`src/rtl/dn_rom_sched.sv`:
```
// rtl/dn_rom_sched.sv - ROM download sequencer: region decode, graphics write FIFO, core reset hold
// Graphics bytes queue behind video fetches; core reset is released RST_HOLD cycles after the queue drains.
module dn_rom_sched #(
    parameter int FIFO_DEPTH = 4,
    parameter int RST_HOLD   = 16
) (
    input  logic        clock_12,
    input  logic        reset,
    input  logic        dn_active,
    input  logic        dn_wr,
    input  logic [17:0] dn_addr,
    input  logic [7:0]  dn_data,
    input  logic        vid_req,
    output logic        wr_en,
    output logic [1:0]  wr_region,
    output logic [15:0] wr_addr,
    output logic [7:0]  wr_data,
    output logic        gfx_we,
    output logic [15:0] gfx_addr,
    output logic [7:0]  gfx_data,
    output logic        core_reset,
    output logic        dn_overflow,
    output logic        dn_done
);

    localparam int AW = $clog2(FIFO_DEPTH);
    localparam logic [7:0] HOLD_INIT = 8'(RST_HOLD - 1);
    localparam logic [1:0] REGION_GFX = 2'd2;

    typedef enum logic [1:0] {
        S_HOLD,
        S_RUN,
        S_LOAD,
        S_DRAIN
    } state_t;

    state_t        state_q, state_d;
    logic [7:0]    cnt_q, cnt_d;
    logic          ovf_q, ovf_d;
    logic          done_d;
    logic [AW:0]   wp_q, rp_q;
    logic [23:0]   mem_q [FIFO_DEPTH];
    logic          wr_en_q;
    logic [1:0]    wr_region_q;
    logic [15:0]   wr_addr_q;
    logic [7:0]    wr_data_q;

    logic [1:0]    region;
    logic          in_load;
    logic          in_drain;
    logic          accept;
    logic          gfx_byte;
    logic          direct_byte;
    logic          fifo_empty;
    logic          fifo_full;
    logic          pop;
    logic          push;
    logic          drop;
    logic [23:0]   head;

    assign region      = dn_addr[17:16];
    assign in_load     = (state_q == S_LOAD);
    assign in_drain    = (state_q == S_DRAIN);
    assign accept      = in_load & dn_wr;
    assign gfx_byte    = accept & (region == REGION_GFX);
    assign direct_byte = accept & (region != REGION_GFX);

    // Pointers carry one extra wrap bit so full and empty are distinguishable.
    assign fifo_empty  = (wp_q == rp_q);
    assign fifo_full   = ((wp_q ^ rp_q) == {1'b1, {AW{1'b0}}});

    // Video always owns the RAM when it asks; the queue simply waits.
    assign pop         = ~fifo_empty & ~vid_req & (in_load | in_drain);
    assign push        = gfx_byte & (~fifo_full | pop);
    assign drop        = gfx_byte & fifo_full & ~pop;

    assign head        = mem_q[rp_q[AW-1:0]];

    always_comb begin
        state_d = state_q;
        cnt_d   = cnt_q;
        ovf_d   = ovf_q | drop;
        done_d  = 1'b0;
        case (state_q)
            S_HOLD: begin
                if (dn_active) begin
                    state_d = S_LOAD;
                    ovf_d   = 1'b0;
                end else if (cnt_q == 8'd0) begin
                    state_d = S_RUN;
                end else begin
                    cnt_d = cnt_q - 8'd1;
                end
            end
            S_RUN: begin
                if (dn_active) begin
                    state_d = S_LOAD;
                    ovf_d   = 1'b0;
                end
            end
            S_LOAD: begin
                if (!dn_active) begin
                    state_d = S_DRAIN;
                end
            end
            S_DRAIN: begin
                if (dn_active) begin
                    state_d = S_LOAD;
                end else if (fifo_empty && !pop) begin
                    state_d = S_HOLD;
                    cnt_d   = HOLD_INIT;
                    done_d  = 1'b1;
                end
            end
            default: begin
                state_d = S_HOLD;
                cnt_d   = HOLD_INIT;
            end
        endcase
    end

    always_ff @(posedge clock_12 or posedge reset) begin
        if (reset) begin
            state_q     <= S_HOLD;
            cnt_q       <= HOLD_INIT;
            ovf_q       <= 1'b0;
            wp_q        <= '0;
            rp_q        <= '0;
            wr_en_q     <= 1'b0;
            wr_region_q <= 2'd0;
            wr_addr_q   <= 16'd0;
            wr_data_q   <= 8'd0;
        end else begin
            state_q <= state_d;
            cnt_q   <= cnt_d;
            ovf_q   <= ovf_d;
            wr_en_q <= direct_byte;
            if (push) begin
                wp_q <= wp_q + (AW+1)'(1);
            end
            if (pop) begin
                rp_q <= rp_q + (AW+1)'(1);
            end
            if (direct_byte) begin
                wr_region_q <= region;
                wr_addr_q   <= dn_addr[15:0];
                wr_data_q   <= dn_data;
            end
        end
    end

    always_ff @(posedge clock_12) begin
        if (push) begin
            mem_q[wp_q[AW-1:0]] <= {dn_addr[15:0], dn_data};
        end
    end

    // A download request holds the core in reset in the very cycle it is seen.
    assign core_reset  = (state_q != S_RUN) | (state_d == S_LOAD);
    assign wr_en       = wr_en_q;
    assign wr_region   = wr_region_q;
    assign wr_addr     = wr_addr_q;
    assign wr_data     = wr_data_q;
    assign gfx_we      = pop;
    assign gfx_addr    = head[23:8];
    assign gfx_data    = head[7:0];
    assign dn_overflow = ovf_q;
    assign dn_done     = done_d;

endmodule

```
`config.mk`:
```
export PLATFORM = sky130hd
export DESIGN_NAME = dn_rom_sched
export DESIGN_NICKNAME = d
export VERILOG_FILES = /design/src/rtl/dn_rom_sched.sv
export SDC_FILE = /design/constraint.sdc
export NUM_CORES = 1
export LEC_CHECK = 0
export CAP_MARGIN = 20
export CORE_ASPECT_RATIO = 0.6
export CORE_MARGIN = 3
export CORE_UTILIZATION = 50
export CTS_CLUSTER_SIZE = 40
export DETAILED_ROUTE_END_ITERATION = 8
export HOLD_SLACK_MARGIN = 0.08
export PLACE_DENSITY = 0.78
export SETUP_SLACK_MARGIN = 0.15
export SLEW_MARGIN = 20
export SYNTH_ARGS = -nofsm -noshare
export SYNTH_HDL_FRONTEND = slang
export SYNTH_SLANG_ARGS = --single-unit
```
`constraint.sdc`:
```
create_clock -name clock_12 -period 4.02 [get_ports clock_12]
set_input_delay 0.603 -clock clock_12 [delete_from_list [all_inputs] [get_ports clock_12]]
set_output_delay 0.603 -clock clock_12 [all_outputs]
set_load 0.01 [all_outputs]
```
* Word level (Yosys, flattened, before mapping)
Memory sizes are Yosys's and may differ from the RTL's.
Cells that the tools add are included.
** Word-level totals
- Logic and storage cells :: 69
- Input port bits :: 31
- Memories :: 1
- Flip-flop bits (word level) :: 44
- Memory bits (writable) :: 96
- Output and inout port bits :: 55
** Memories
- mem_q :: depth 4, width 24, rd ports 1, clocked after Yosys merged registers in 0, write ports 1, line 42 : logic [23:0] mem_q [FIFO_DEPTH];
** Operators by class
- $add $sub $neg :: 3
- Eq/ne operators :: 13
- Reductions and logical operators :: 7
- Multiplexer cells :: 19
- Bitwise logic cells :: 17
** Operators with widths (number)
- $mux W8 :: 4
- $pmux W8 S2 :: 1
- $mux W2 :: 6
- $and A1 B1 Y1 :: 8
- $eq A2 B2 Y1 const B :: 4
- $logic_not A8 Y1 :: 1
- $ne A2 B2 Y1 const B :: 4
- $pmux W2 S4 :: 1
- $sub A8 B1 Y8 const B :: 1
- $mux W1 :: 7
- $add A3 B1 Y3 const B :: 2
- $reduce_and A5 Y1 :: 1
- $ne A2 B1 Y1 const B :: 2
- $not A1 Y1 :: 4
- $or A1 B1 Y1 :: 4
- $eq A3 B3 Y1 :: 1
- $eq A3 B3 Y1 const B :: 1
- $xor A3 B3 Y3 :: 1
- $eq A2 B1 Y1 const B :: 1
- $logic_not A2 Y1 :: 1
- $reduce_bool A2 Y1 :: 1
- $reduce_or A2 Y1 :: 1
- $logic_and A1 B1 Y1 :: 1
- $logic_not A1 Y1 :: 1

* Depth between registers and ports, before layout
Gate-level depths: netlist of the first run.
- Word-level depth :: 11
- Gate-level depth with buffers :: 6

* Worst setup path after synthesis of the first run
No wires, ideal clock.
- Kind :: input -> register
- Start :: input port dn_wr
- End :: memory mem_q[3][0], enable pin
- Path slack :: 1794 ps
- Arrival :: 1842 ps
- Path buffers :: 0
- Library setup time :: 384 ps
- Cell stages on the path :: 3
- Cell sequence :: nand3b_2 > nor3b_1 > and3_1
** Between the ends
- Word-level cells in the longest chain between the ends :: 5
** Ends and longest elaborated chain
- from (decl) :: line 10 : input logic dn_wr,
- $and A1 B1 Y1 :: line 64 : assign accept = in_load & dn_wr;
- $and A1 B1 Y1 :: line 65 : assign gfx_byte = accept & (region == REGION_GFX);
- $and A1 B1 Y1 :: line 74 : assign push = gfx_byte & (~fifo_full | pop);
- $mux W1 :: line 153 : if (push) begin
- $mux W1 (not written as such) :: line 154 : mem_q[wp_q[AW-1:0]] <= {dn_addr[15:0], dn_data};
- to (decl) :: line 42
Every way passes these cells.

* Worst setup path in the final report of the first run
- Start :: register rp_q[0]
- End :: output port gfx_addr[14]
** Between the ends
- Word-level cells in the longest chain between the ends :: 1
** Ends and longest elaborated chain
- from (decl) :: line 41 : logic [AW:0] wp_q, rp_q;
- from (signal assigned) :: line 142 : rp_q <= rp_q + (AW+1)'(1);
- $mem_v2 Z4 W24
- to (decl) :: line 19 : output logic [15:0] gfx_addr,
Every way passes these cells.

==> qor.csv, run 1 <==
metric,value,unit
outcome,completed,
grt_pass1_wl,17.2,mm
grt_max_degree,45,
period_needed,3160,ps
finalCritPeriodShare,78.5,%
dp_hpwl,6.97,mm
vias,2997,
worstPathRequired,3420,ps
hold_buffers,0,
leakage,0.00257,µW
cts.clk_slew.worst_paths,60,ps
worstMarginPinSlew,989,ps
yosysTopAreaCell,edfxtp_1,
clock_path_buffers,2,
grt_pass1_vias,3191,
io_buffer_count,85,
crit_arrival,2550,ps
grtUsageTotal,18.9,%
final_cells,539,
p_sw,1490,µW
seqPwrFrac,39.0,%
peakVddDrop,0.398,mV
synth_edf_count,96,
synth_cell_type_count,43,
cts_resized,0,
nFillCells,698,
syn_to_final_growth,28.5,%
antenna_found_initial,0,
cts_setup_buffers,0,
skew,10.1,ps
routed_via_density,5.56,
gp_congestion,0.770,
avgRoutedWirePerCell,20.0,µm
synthArstFlopShare,31.4,%
setup_viol,0,
path_max_fanout,14,
p_int,3680,µW
cp-start-kind,register,
postRouteAntennaNets,0,
yosys_register_bits,140,
slew_violations,0,
worst_skew_pair.late_latency,410,ps
cts_buffers,17,
synthesis.area,5550,µm²
hold_viol_final,0,
cts_tree,done,
dr.pass1.iters,4,
start_util,51.8,%
drc,0,
fin_tns_setup,0,ps
rsz0062_at_grt,false,
dp.cells,507,
grt.overflow.total,0,
synthDominantCellAreaShare,52.0,%
synthCells,289,
slew_headroom,33.9,%
worstHoldPathType,register to register,
yosysWarnings,0,
clock_sinks,140,
drive_gt1_share,25.8,%
power_density,726,nW/µm²
max_freq,317,MHz
power_frac_clock,28.2,%
critical_path_class,register to output port,
h-tree-depth,4,
first_iter_violations,195,
core,10700,µm²
die_x,142,µm
synth_ff_type,edfxtp_1,
swShare,28.9,%
antenna_cells,0,
nets,424,
endpoint_kind,output port,
max-cap-violations,0,
cts_root_buffer,clkbuf_16,
syn-num-nets,326,
die_area,12400,µm²
syn_area_per_cell,19.2,µm²
wirelength,10.8,mm
rows,29,
pwr-share-comb,32.8,%
synth_area_leaders,"edfxtp_1 (52%), dfrtp_1 (18%), mux4_2 (9.7%), mux2_2 (5.1%), dfstp_2 (1.9%)",
die_y,87.6,µm
ys_seq_area_share,71.9,%
ios,86,
## final cells by class
class | instances | area, µm² | area share [%]
clock buffer | 21 | 470 | 6.60
clock inverter | 11 | 93.8 | 1.32
inverter | 7 | 27.5 | 0.386
multi-input combinational | 130 | 1460 | 20.5
sequential | 140 | 3990 | 56.0
tap | 139 | 174 | 2.44
timing repair buffer | 91 | 908 | 12.7
## worst paths after layout
path	slack [ps]	endpoint	cells past startpoint	startpoint
setup / recovery	860	gfx_addr[14]	3	rp_q[0]$_DFFE_PP0P_
hold / removal	500	wr_addr[5]$_DFFE_PP0P_	1	wr_addr[5]$_DFFE_PP0P_
setup reg to reg	1620	mem_q[3][21]$_DFFE_PP_	4	state_q[0]$_DFF_PP0_
hold reg to reg	500	wr_addr[5]$_DFFE_PP0P_	1	wr_addr[5]$_DFFE_PP0P_
max in group asynchronous	2810	rp_q[0]$_DFFE_PP0P_	2	reset
min in group asynchronous	650	wr_data[2]$_DFFE_PP0P_	2	reset
## metrics by stage
stage / util (%) / cell area (µm²) / setup WS (ps) / hold WS (ps) / total power, µW
finish: 66.6 / 7130 / 865 / 504 / 5180
floorplan: - / 5550 / 1790 / 490 / 2950
detailed placement: 61.3 / 6560 / 1100 / 495 / 3760
global route: 66.6 / 7130 / 698 / 511 / 5450
global placement: 61.3 / 6560 / 1130 / 489 / 3700
CTS: 66.6 / 7130 / 809 / 507 / 5240
## cells in the final DEF, fill, tap and decap left out, types with 5 or more instances in the layout
| master | n |
|---|---|
| edfxtp_1 | 96 |
| ha_1 | 6 |
| buf_4 | 5 |
| mux2i_1 | 7 |
| clkbuf_16 | 17 |
| inv_1 | 6 |
| clkdlybuf4s50_1 | 85 |
| a21oi_1 | 5 |
| mux4_2 | 24 |
| nor2_1 | 7 |
| clkinv_2 | 7 |
| mux2_2 | 25 |
| dfrtp_1 | 39 |
| o21ai_0 | 8 |
## state kept, by name, summed over array words and instances, names as in the netlist
| name | flops |
|---|---|
| wr_region | 2 |
| rp_q | 3 |
| wr_addr | 16 |
| dn_overflow | 1 |
| wr_data | 8 |
| wr_en | 1 |
| cnt_q | 8 |
| state_q | 2 |
| mem_q | 96 |
| wp_q | 3 |
## synthesized netlist by cell type (all sizes together), types with 2 or more instances
cell type   n
a21boi      2
mux2       25
ha          6
inv         7
dfrtp      40
nand4       2
nor4        2
dfstp       4
o22a        2
xnor2       5
mux2i       7
nand2       4
clkbuf      2
and3        5
nor2        7
a211oi      2
o21ai       9
a21oi       6
edfxtp     96
buf         9
nand3       2
a2111oi     2
a21o        4
mux4       24
xor2        3
and2        2
## worst max-delay path, cell delays in order, from the launching register on
cell and delay [ps]:
dfrtp_2 660, buf_4 400, mux4_2 570, clkdlybuf4s50_1 510
## power by group through the flow
stage          logic [µW]  registers [µW]  clock network [µW]
2_1_floorplan         914            2040                   0
3_3_place_gp         1670            2030                   0
3_5_place_dp         1710            2050                   0
4_1_cts              1730            2030                1490
5_1_grt              1830            2060                1560
6_report             1700            2020                1460
## kinds of logic (layout without fill, tap and decap cells)
kind of cell | after synthesis | in the layout | share of synthesized area, %
xor+xnor | 8 | 8 | 1.53
flops | 140 | 140 | 71.9
buf+inv | 19 | 130 | 1.85
simple gates | 31 | 31 | 3.43
mux | 56 | 56 | 16.1
fa+ha+maj | 6 | 6 | 1.35
compound gates | 29 | 29 | 3.83
## per-layer routing
| layer | vias to the layer above | wire (µm) | global-route usage, % |
|---|---|---|---|
| met1 | 1548 | 5100 | 25.9 |
| li1 | 1340 | - | - |
| met3 | 12 | 598 | 6.11 |
| met4 | 0 | 153 | 7.93 |
| met5 | - | 0 | 0 |
| met2 | 97 | 4940 | 28.7 |
Power figures use the tool's default switching activity.
==> run 2: changes to the inputs <==
--- a/config.mk
+++ b/config.mk
@@ -8,7 +8,7 @@
 export CAP_MARGIN = 20
 export CORE_ASPECT_RATIO = 0.6
 export CORE_MARGIN = 3
-export CORE_UTILIZATION = 50
+export CORE_UTILIZATION = 48
 export CTS_CLUSTER_SIZE = 40
 export DETAILED_ROUTE_END_ITERATION = 8
 export HOLD_SLACK_MARGIN = 0.08
==> constraint.sdc (replaced) <==
create_clock -name clock_12 -period 2.9 [get_ports clock_12]
set_input_delay 0.435 -clock clock_12 [delete_from_list [all_inputs] [get_ports clock_12]]
set_output_delay 0.435 -clock clock_12 [all_outputs]
set_load 0.01 [all_outputs]
==> run 2 against run 1 <==
Power increased by 39%. Critical endpoint is now gfx_addr[7]. Worst hold slack got worse by 110 ps. Utilization decreased by 0.49 points. Routed wire length decreased by 5.9%. Clock power increased by 40%. Critical path depth unchanged. Largest cell class unchanged. Final cell count increased by 5.0%. Clock-buffer cell count decreased by 2. Sequential share of layout area decreased by 0.71 points.
==> qor.csv, run 2 (synthesis results as in run 1) <==
metric,value,unit
critical_path_class,register to output port,
final_common_cell,edfxtp_1,
outcome,completed,
grt_pass1_vias,3020,
leakage,0.00261,µW
core,10900,µm²
routed_via_density,5.29,
dr.pass1.iters,4,
layout_common_cells,"edfxtp_1 (96), clkdlybuf4s50_1 (85), dfrtp_1 (39)",
start_util,50.8,%
cts_buffers,17,
cts_tree,done,
clock_sinks,140,
drc,0,
r2r_cells,4,
period_needed,2590,ps
place_ws,493,ps
fin_tns_setup,0,ps
hold_buffers,0,
h-tree-depth,4,
clock_path_buffers,2,
rows,29,
ios,86,
grt_max_degree,27,
avgRoutedWirePerCell,17.9,µm
slew_headroom,59.9,%
nets,435,
vias,2994,
endpoint_kind,output port,
finalCritPeriodShare,89.2,%
io_buffer_count,85,
dp_hpwl,6.90,mm
cts_resized,0,
grt.overflow.total,0,
hold_viol_final,0,
peakVddDrop,0.499,mV
die_y,89.3,µm
max_freq,387,MHz
cp-start-kind,register,
largest_reg_flops,96,
first_iter_violations,158,
worst_slack,313,ps
worstHoldPathType,input port to async pin,
die_x,145,µm
antenna_cells,0,
path_max_fanout,13,
postRouteAntennaNets,0,
gp_congestion,0.787,
nFillCells,726,
wirelength,10.1,mm
power_density,996,nW/µm²
die_area,12900,µm²
cts_root_buffer,clkbuf_16,
max-cap-violations,0,
crit_arrival,2150,ps
grt_pass1_wl,16.1,mm
cts_setup_buffers,0,
setup_viol,0,
worstPathRequired,2470,ps
fin_area,7220,µm²
drive_gt1_share,27.0,%
worstMarginPinSlew,596,ps
cts.clk_slew.worst_paths,60,ps
rsz0062_at_grt,false,
syn_to_final_growth,30.1,%
detailed_place.area,6650,µm²
slew_violations,0,
antenna_found_initial,0,
skew,6.30,ps
grtUsageTotal,17.1,%
worst_skew_pair.late_latency,410,ps
-- run 2: cell count changes in the layout (fill, tap and decap cells not counted), sizes merged --
cell      delta
buf         +11
clkbuf       -2
clkinv       -2
inv          +2
bufinv       +1
clkinvlp     +1
-- run 2: critical path: stages (launching register included) --
cell             delay, ps
dfrtp_2                390
buf_4                  280
mux4_2                 580
clkdlybuf4s50_1        500
-- run 2: report_power, final --
part	switching, µW	leakage, µW	internal [µW]	total, µW
Sequential	228	0.00139	2510	2740
Clock	770	0.000275	1270	2050
Combinational	1020	0.000954	1380	2400
Total	2010	0.00261	5170	7190
-- run 2: worst paths after layout --
check	from	endpoint	slack (ps)
worst max-delay path	rp_q[0]$_DFFE_PP0P_	gfx_addr[7]	310
worst min-delay path	reset	wr_addr[6]$_DFFE_PP0P_	390
worst max register to register	state_q[0]$_DFF_PP0_	mem_q[3][10]$_DFFE_PP_	850
worst min register to register	dn_overflow$_DFF_PP0_	dn_overflow$_DFF_PP0_	500
max in group asynchronous	reset	cnt_q[0]$_DFFE_PP1P_	1870
min in group clock_12	dn_overflow$_DFF_PP0_	dn_overflow$_DFF_PP0_	500
-- run 2: area by class of cell --
cell class	instances	area (µm²)	area share (%)
Sequential cell	140	3990	55.3
Clock inverter	13	124	1.72
Clock buffer	19	443	6.14
Timing Repair Buffer	102	978	13.6
Inverter	7	26.3	0.364
Multi-Input combinational cell	130	1460	20.3
Tap cell	155	194	2.69
-- run 2: layer usage --
layer / up-vias / global-route usage [%] / wire, µm
met2: 88 / 25.2 / 4630
met5: - / 0 / 0
met3: 17 / 4.92 / 549
met4: 0 / 7.20 / 155
li1: 1358 / - / -
met1: 1531 / 24.3 / 4810
-- run 2: metrics by stage --
step	hold WS, ps	total power [µW]	util (%)	cells
6_report	391	7190	66.1	566
2_1_floorplan	490	4090	-	289
3_3_place_gp	479	5160	60.9	534
3_5_place_dp	492	5220	60.9	534
4_1_cts	406	7280	66.1	566
5_1_grt	449	7580	66.1	566
